==> src/rtl/mem_ctrl.sv <==
// mem_ctrl: byte-serial RAM controller that arbitrates IF fetches against MEM loads/stores.
// Optional feature: define MEMCTRL_RR_ARB_EN for round-robin arbitration (default: MEM beats IF).
module mem_ctrl (
  input  logic        clk,
  input  logic        rst,
  input  logic        rdy,
  input  logic        req_IF_i,
  input  logic [31:0] addr_IF_i,
  output logic [31:0] inst_IF_o,
  output logic        done_IF_o,
  input  logic        req_MEM_i,
  input  logic        we_MEM_i,
  input  logic [1:0]  len_MEM_i,
  input  logic [31:0] addr_MEM_i,
  input  logic [31:0] wdata_MEM_i,
  output logic [31:0] rdata_MEM_o,
  output logic        done_MEM_o,
  output logic [31:0] addr_mem_o,
  input  logic [7:0]  d_mem_i,
  output logic [7:0]  d_mem_o,
  output logic        wr_mem_o
);

  typedef enum logic [1:0] {IDLE, READ, WRITE, DONE} state_t;
  typedef enum logic {OWN_IF = 1'b0, OWN_MEM = 1'b1} owner_t;

  state_t      state_q, state_d;
  owner_t      owner_q, grant_owner;
  logic        grant_any, grant_write;
  logic [2:0]  grant_len;
  logic [31:0] grant_addr;

  logic [31:0] base_q, wdata_q, result_q, addr_q;
  logic [2:0]  nbytes_q;
  // READ: number of the next edge since grant; WRITE: index of the byte on the bus.
  logic [2:0]  cnt_q;

`ifdef MEMCTRL_RR_ARB_EN
  owner_t      last_q;
`endif

  assign grant_any = req_IF_i | req_MEM_i;

  // NOTE: every signal gets a default at the top of always_comb, so no path leaves it unassigned and no latch is inferred.
  always_comb begin
    grant_owner = OWN_MEM;
`ifdef MEMCTRL_RR_ARB_EN
    if (req_MEM_i && req_IF_i)
      grant_owner = (last_q == OWN_MEM) ? OWN_IF : OWN_MEM;
    else if (req_IF_i)
      grant_owner = OWN_IF;
`else
    if (!req_MEM_i)
      grant_owner = OWN_IF;
`endif
  end

  always_comb begin
    grant_len   = 3'd4;
    grant_addr  = addr_IF_i;
    grant_write = 1'b0;
    if (grant_owner == OWN_MEM) begin
      grant_addr  = addr_MEM_i;
      grant_write = we_MEM_i;
      unique case (len_MEM_i)
        2'b00:   grant_len = 3'd1;
        2'b01:   grant_len = 3'd2;
        default: grant_len = 3'd4;
      endcase
    end
  end

  // Next state plus all Moore outputs; a stall freezes the state and kills the write strobe.
  always_comb begin
    state_d     = state_q;
    wr_mem_o    = 1'b0;
    d_mem_o     = 8'h00;
    done_IF_o   = 1'b0;
    done_MEM_o  = 1'b0;
    inst_IF_o   = 32'h0;
    rdata_MEM_o = 32'h0;

    unique case (state_q)
      IDLE: begin
        if (rdy && grant_any)
          state_d = grant_write ? WRITE : READ;
      end
      READ: begin
        if (rdy && cnt_q == nbytes_q + 3'd1)
          state_d = DONE;
      end
      WRITE: begin
        wr_mem_o = rdy;
        unique case (cnt_q[1:0])
          2'd0:    d_mem_o = wdata_q[7:0];
          2'd1:    d_mem_o = wdata_q[15:8];
          2'd2:    d_mem_o = wdata_q[23:16];
          default: d_mem_o = wdata_q[31:24];
        endcase
        if (rdy && cnt_q == nbytes_q - 3'd1)
          state_d = DONE;
      end
      DONE: begin
        if (owner_q == OWN_IF) begin
          done_IF_o = 1'b1;
          inst_IF_o = result_q;
        end else begin
          done_MEM_o  = 1'b1;
          rdata_MEM_o = result_q;
        end
        if (rdy)
          state_d = IDLE;
      end
      default: state_d = IDLE;
    endcase
  end

  // NOTE: clocked state uses non-blocking assignments so every flop samples pre-edge values.
  always_ff @(posedge clk) begin
    if (rst)
      state_q <= IDLE;
    else
      state_q <= state_d;
  end

  always_ff @(posedge clk) begin
    if (rst) begin
      owner_q  <= OWN_IF;
      base_q   <= 32'h0;
      wdata_q  <= 32'h0;
      result_q <= 32'h0;
      addr_q   <= 32'h0;
      nbytes_q <= 3'd0;
      cnt_q    <= 3'd0;
`ifdef MEMCTRL_RR_ARB_EN
      last_q   <= OWN_IF;
`endif
    end else if (rdy) begin
      unique case (state_q)
        IDLE: begin
          if (grant_any) begin
            owner_q  <= grant_owner;
            base_q   <= grant_addr;
            wdata_q  <= wdata_MEM_i;
            nbytes_q <= grant_len;
            result_q <= 32'h0;
            addr_q   <= grant_addr;
            cnt_q    <= grant_write ? 3'd0 : 3'd1;
`ifdef MEMCTRL_RR_ARB_EN
            last_q   <= grant_owner;
`endif
          end
        end
        READ: begin
          if (cnt_q < nbytes_q)
            addr_q <= base_q + {29'd0, cnt_q};
          // RAM data lags the address by one cycle, so byte k lands at edge k+2.
          unique case (cnt_q)
            3'd2:    result_q[7:0]   <= d_mem_i;
            3'd3:    result_q[15:8]  <= d_mem_i;
            3'd4:    result_q[23:16] <= d_mem_i;
            3'd5:    result_q[31:24] <= d_mem_i;
            default: ;
          endcase
          cnt_q <= cnt_q + 3'd1;
        end
        WRITE: begin
          if (cnt_q != nbytes_q - 3'd1) begin
            cnt_q  <= cnt_q + 3'd1;
            addr_q <= base_q + {29'd0, cnt_q} + 32'd1;
          end
        end
        default: ;
      endcase
    end
  end

  assign addr_mem_o = addr_q;

  a_done_onehot: assert property (@(posedge clk) !(done_IF_o && done_MEM_o));
  a_wr_in_write: assert property (@(posedge clk) wr_mem_o |-> (state_q == WRITE && rdy));

endmodule

==> config.mk <==
export PLATFORM = sky130hd
export DESIGN_NAME = mem_ctrl
export DESIGN_NICKNAME = d
export VERILOG_FILES = /design/src/rtl/mem_ctrl.sv
export SDC_FILE = /design/constraint.sdc
export NUM_CORES = 1
export LEC_CHECK = 0
export CAP_MARGIN = 30
export CORE_MARGIN = 2
export CORE_UTILIZATION = 38
export CTS_CLUSTER_SIZE = 10
export DETAILED_ROUTE_END_ITERATION = 8
export GPL_TIMING_DRIVEN = 0
export PLACE_DENSITY_LB_ADDON = 0.1
export SYNTH_ARGS = -nofsm -noshare
export SYNTH_HDL_FRONTEND = slang
export SYNTH_SLANG_ARGS = --single-unit
==> constraint.sdc <==
create_clock -name clk -period 4.13 [get_ports clk]
set_input_delay 0.826 -clock clk [delete_from_list [all_inputs] [get_ports clk]]
set_output_delay 0.826 -clock clk [all_outputs]
set_load 0.02 [all_outputs]
==> flow_metrics.env <==
export IMPL_fillers=2111
export IMPL_grt_pass1_vias=8308
export IMPL_p_sw_uw=2540
export IMPL_startpoint_type="flop"
export IMPL_drtIter0Drc=855
export IMPL_start_util_pct=38.7
export IMPL_synth_edf_count=0
export IMPL_io_pins=219
export IMPL_end_kind="primary output"
export IMPL_core_area_um2=21800
export IMPL_ir_drop_mv=0.334
export IMPL_cts_tree="built"
export IMPL_antenna_found_initial=0
export IMPL_clock_latency_ps=440
export IMPL_dp_hpwl_mm=23.8
export IMPL_die_x_um=153
export IMPL_outcome="finished clean"
export IMPL_die_y_um=153
export IMPL_finalHoldViolCount=0
export IMPL_fin_ws_ps=208
export IMPL_power_frac_clock_pct=27.4
export IMPL_cts_buffers=17
export IMPL_yosysWarnings=0
export IMPL_grtUsageTotal_pct=26.7
export IMPL_wl_mm=31.6
export IMPL_clockBufferDepth=2
export IMPL_period_needed_ps=3920
export IMPL_slew_viol_final=0
export IMPL_ys_types=66
export IMPL_synth_seq_cells=137
export IMPL_area_growth_pct=38.7
export IMPL_timing_final_crit_share_pct=95.0
export IMPL_grt_max_degree=17
export IMPL_worst_slew_pin_slew_ps=1040
export IMPL_rsz0062_at_grt="no"
export IMPL_syn_nets=1202
export IMPL_critPathKind="reg -> out"
export IMPL_power_density_nw_per_um2=512
export IMPL_setup_violations=0
export IMPL_root_buffer="clkbuf_16"
export IMPL_hold_path_class="reg -> reg"
export IMPL_final_cells=1606
export IMPL_drtPass1Iterations=6
export IMPL_layout_area_seq_um2=2750
export IMPL_pwr_share_comb_pct=42.9
export IMPL_cts_max_level=4
export IMPL_pwr_share_seq_pct=29.7
export IMPL_clk_pin_slew_ps=70
export IMPL_slew_limit_headroom_pct=31.0
export IMPL_post_dp_cell_area_um2=11000
export IMPL_setup_tns_ps=0
export IMPL_whs_ps=456
export IMPL_crit_path_cell_trace="inv_1, ha_1, clkinv_2, clkbuf_1, nor2_1, clkdlybuf4s50_1"
export IMPL_grt_ovfl_total=0
export IMPL_synth_area_um2=8420
export IMPL_synth_cells=1070
export IMPL_fin_skew_ps=12.5
export IMPL_drive_gt1_share_pct=5.88
export IMPL_cp_max_fo=10
export IMPL_rrSetupSlack_ps=220
export IMPL_p_leak_uw=0.00433
export IMPL_dp_cells=1572
export IMPL_p_int_uw=3450
export IMPL_dp_slack_ps=-126
export IMPL_multi_input_area_um2=5290
export IMPL_via_count=8841
export IMPL_drc=0
export IMPL_io_buffers=216
export IMPL_nNetsFinal=1445
export IMPL_final_cell_area_um2=11700
export IMPL_cts_sinks=137
export IMPL_synth_ff_type="dfxtp_1"
export IMPL_hold_buffers=0
export IMPL_cpPeakStageDelay_ps=640
export IMPL_swShare_pct=42.4
export IMPL_ys_async_sr_fraction_pct=0
export IMPL_grt_pass1_wl_mm=49.0
export IMPL_die_area_um2=23400
export IMPL_fmax_mhz=255
export IMPL_rows=54
export IMPL_worstPathRequired_ps=3300
export IMPL_seq_area_frac_synth_pct=32.6
export IMPL_syn_avg_cell_area_um2=7.87
export IMPL_gp_congestion=0.942
export IMPL_n_antenna_cell=0
export IMPL_drtAntennaViolNets=0
export IMPL_cp_data_arrival_time_ps=3100
export IMPL_wire_per_inst_um=19.7
export IMPL_slowest_stage="clkdlybuf4s50_1"
export IMPL_drv_cap=0
export IMPL_via_per_inst=5.50
## cell type report
cell class / instances / area share, %
well taps: 280 / 3.00
flip-flops and latches: 137 / 23.5
clock buffers: 17 / 3.64
repair buffers: 225 / 19.3
multi-input cells: 826 / 45.3
clock inverters: 15 / 1.69
plain buffers: 83 / 2.84
inverters: 23 / 0.750
## registers in the layout, indices dropped and copies added (netlist names)
signal,count
addr_mem_o,32
base_q,32
nbytes_q,3
state_q,2
wdata_q,32
owner_q,1
result_q,32
cnt_q,3
## what timing repair did
item / in CTS / in global routing
gates resized for setup: 3 / 8
pin swaps: 1 / 0
endpoints found under the setup margin: 10 / 24
setup buffers: 3 / 0
## layout by cell type, fill, tap and decap left out, types with 19 or more instances in the layout
cell	n
clkdlybuf4s50_1	216
dfxtp_1	135
nand2_1	125
nor2_1	115
a21oi_1	84
clkbuf_1	70
mux2i_1	65
and2_1	63
and3_1	41
a211oi_1	35
xnor2_1	33
nand3_1	30
inv_1	21
xor2_1	19
## synth_stat cells (all sizes together), types with 3 or more instances
library cell	instances	area, µm²
a2111oi	3	51.3
a211o	4	35.0
a211oi	35	263
a21oi	85	429
a221o	3	30.0
a221oi	10	87.6
a222oi	8	80.1
a31o	3	26.3
a31oi	7	43.8
and2	63	394
and3	41	257
and4	5	46.3
buf	12	63.8
clkbuf	72	270
dfxtp	137	2740
ha	19	238
inv	21	78.8
mux2i	65	651
nand2	125	469
nand2b	8	50.1
nand3	32	170
nand4	10	62.6
nor2	115	432
nor2b	7	43.8
nor3	15	75.1
nor3b	3	22.5
nor4	21	168
o2111ai	4	52.6
o211ai	6	45.0
o21a	3	22.5
o21ai	20	100
o22ai	3	18.8
o311a	4	40.0
o31a	9	78.8
o41ai	8	70.1
or2	6	37.5
or3	3	18.8
xnor2	34	298
xor2	19	166
## routing by layer
layer | GRT usage (%) | share of wire [%] | up-vias
met3 | 4.82 | 6.8 | 47
li1 | - | - | 4302
met5 | 0 | 0 | -
met4 | 8.55 | 2.4 | 0
met1 | 36.9 | 46 | 4160
met2 | 42.3 | 45 | 332
## worst max-delay path, delay by kind of cell, from the launching register on
| family | cells | cell delay [ps] |
|---|---|---|
| adder cells (fa/ha/maj) | 1 | 520 |
| buffers and inverters | 4 | 1520 |
| flip-flops | 1 | 350 |
| AND/OR/NAND/NOR | 1 | 260 |
## worst paths after layout
kind,startpoint,to,cells after the start
worst max register to register,cnt_q[0],addr_mem_o[27],13
worst min register to register,addr_mem_o[19],addr_mem_o[19],2
worst min-delay path,addr_mem_o[19],addr_mem_o[19],2
worst max-delay path,state_q[0],d_mem_o[4],6
## power by group through the flow
stage	Combinational, µW	Sequential [µW]	Clock, µW
6_report	2570	1780	1640
5_1_grt	2780	1810	1720
4_1_cts	2520	1770	1660
3_5_place_dp	2510	1800	0
3_3_place_gp	2470	1790	0
2_1_floorplan	1450	1840	0
## kinds of logic after synthesis
group           after synthesis  synth area share, %
mux                          66                 7.86
xor+xnor                     53                 5.51
buf+inv                     107                 4.99
fa+ha+maj                    20                 3.06
compound gates              228                 18.8
flops                       137                 32.6
simple gates                459                 27.2
## metrics by stage
step                      util (%)  power (µW)
after global placement        50.3        4270
final                         53.7        5980
after CTS                     53.6        5950
after detailed placement      50.6        4300
after floorplan                  -        3290
after global routing          53.7        6310
Power figures use the tool's default switching activity.
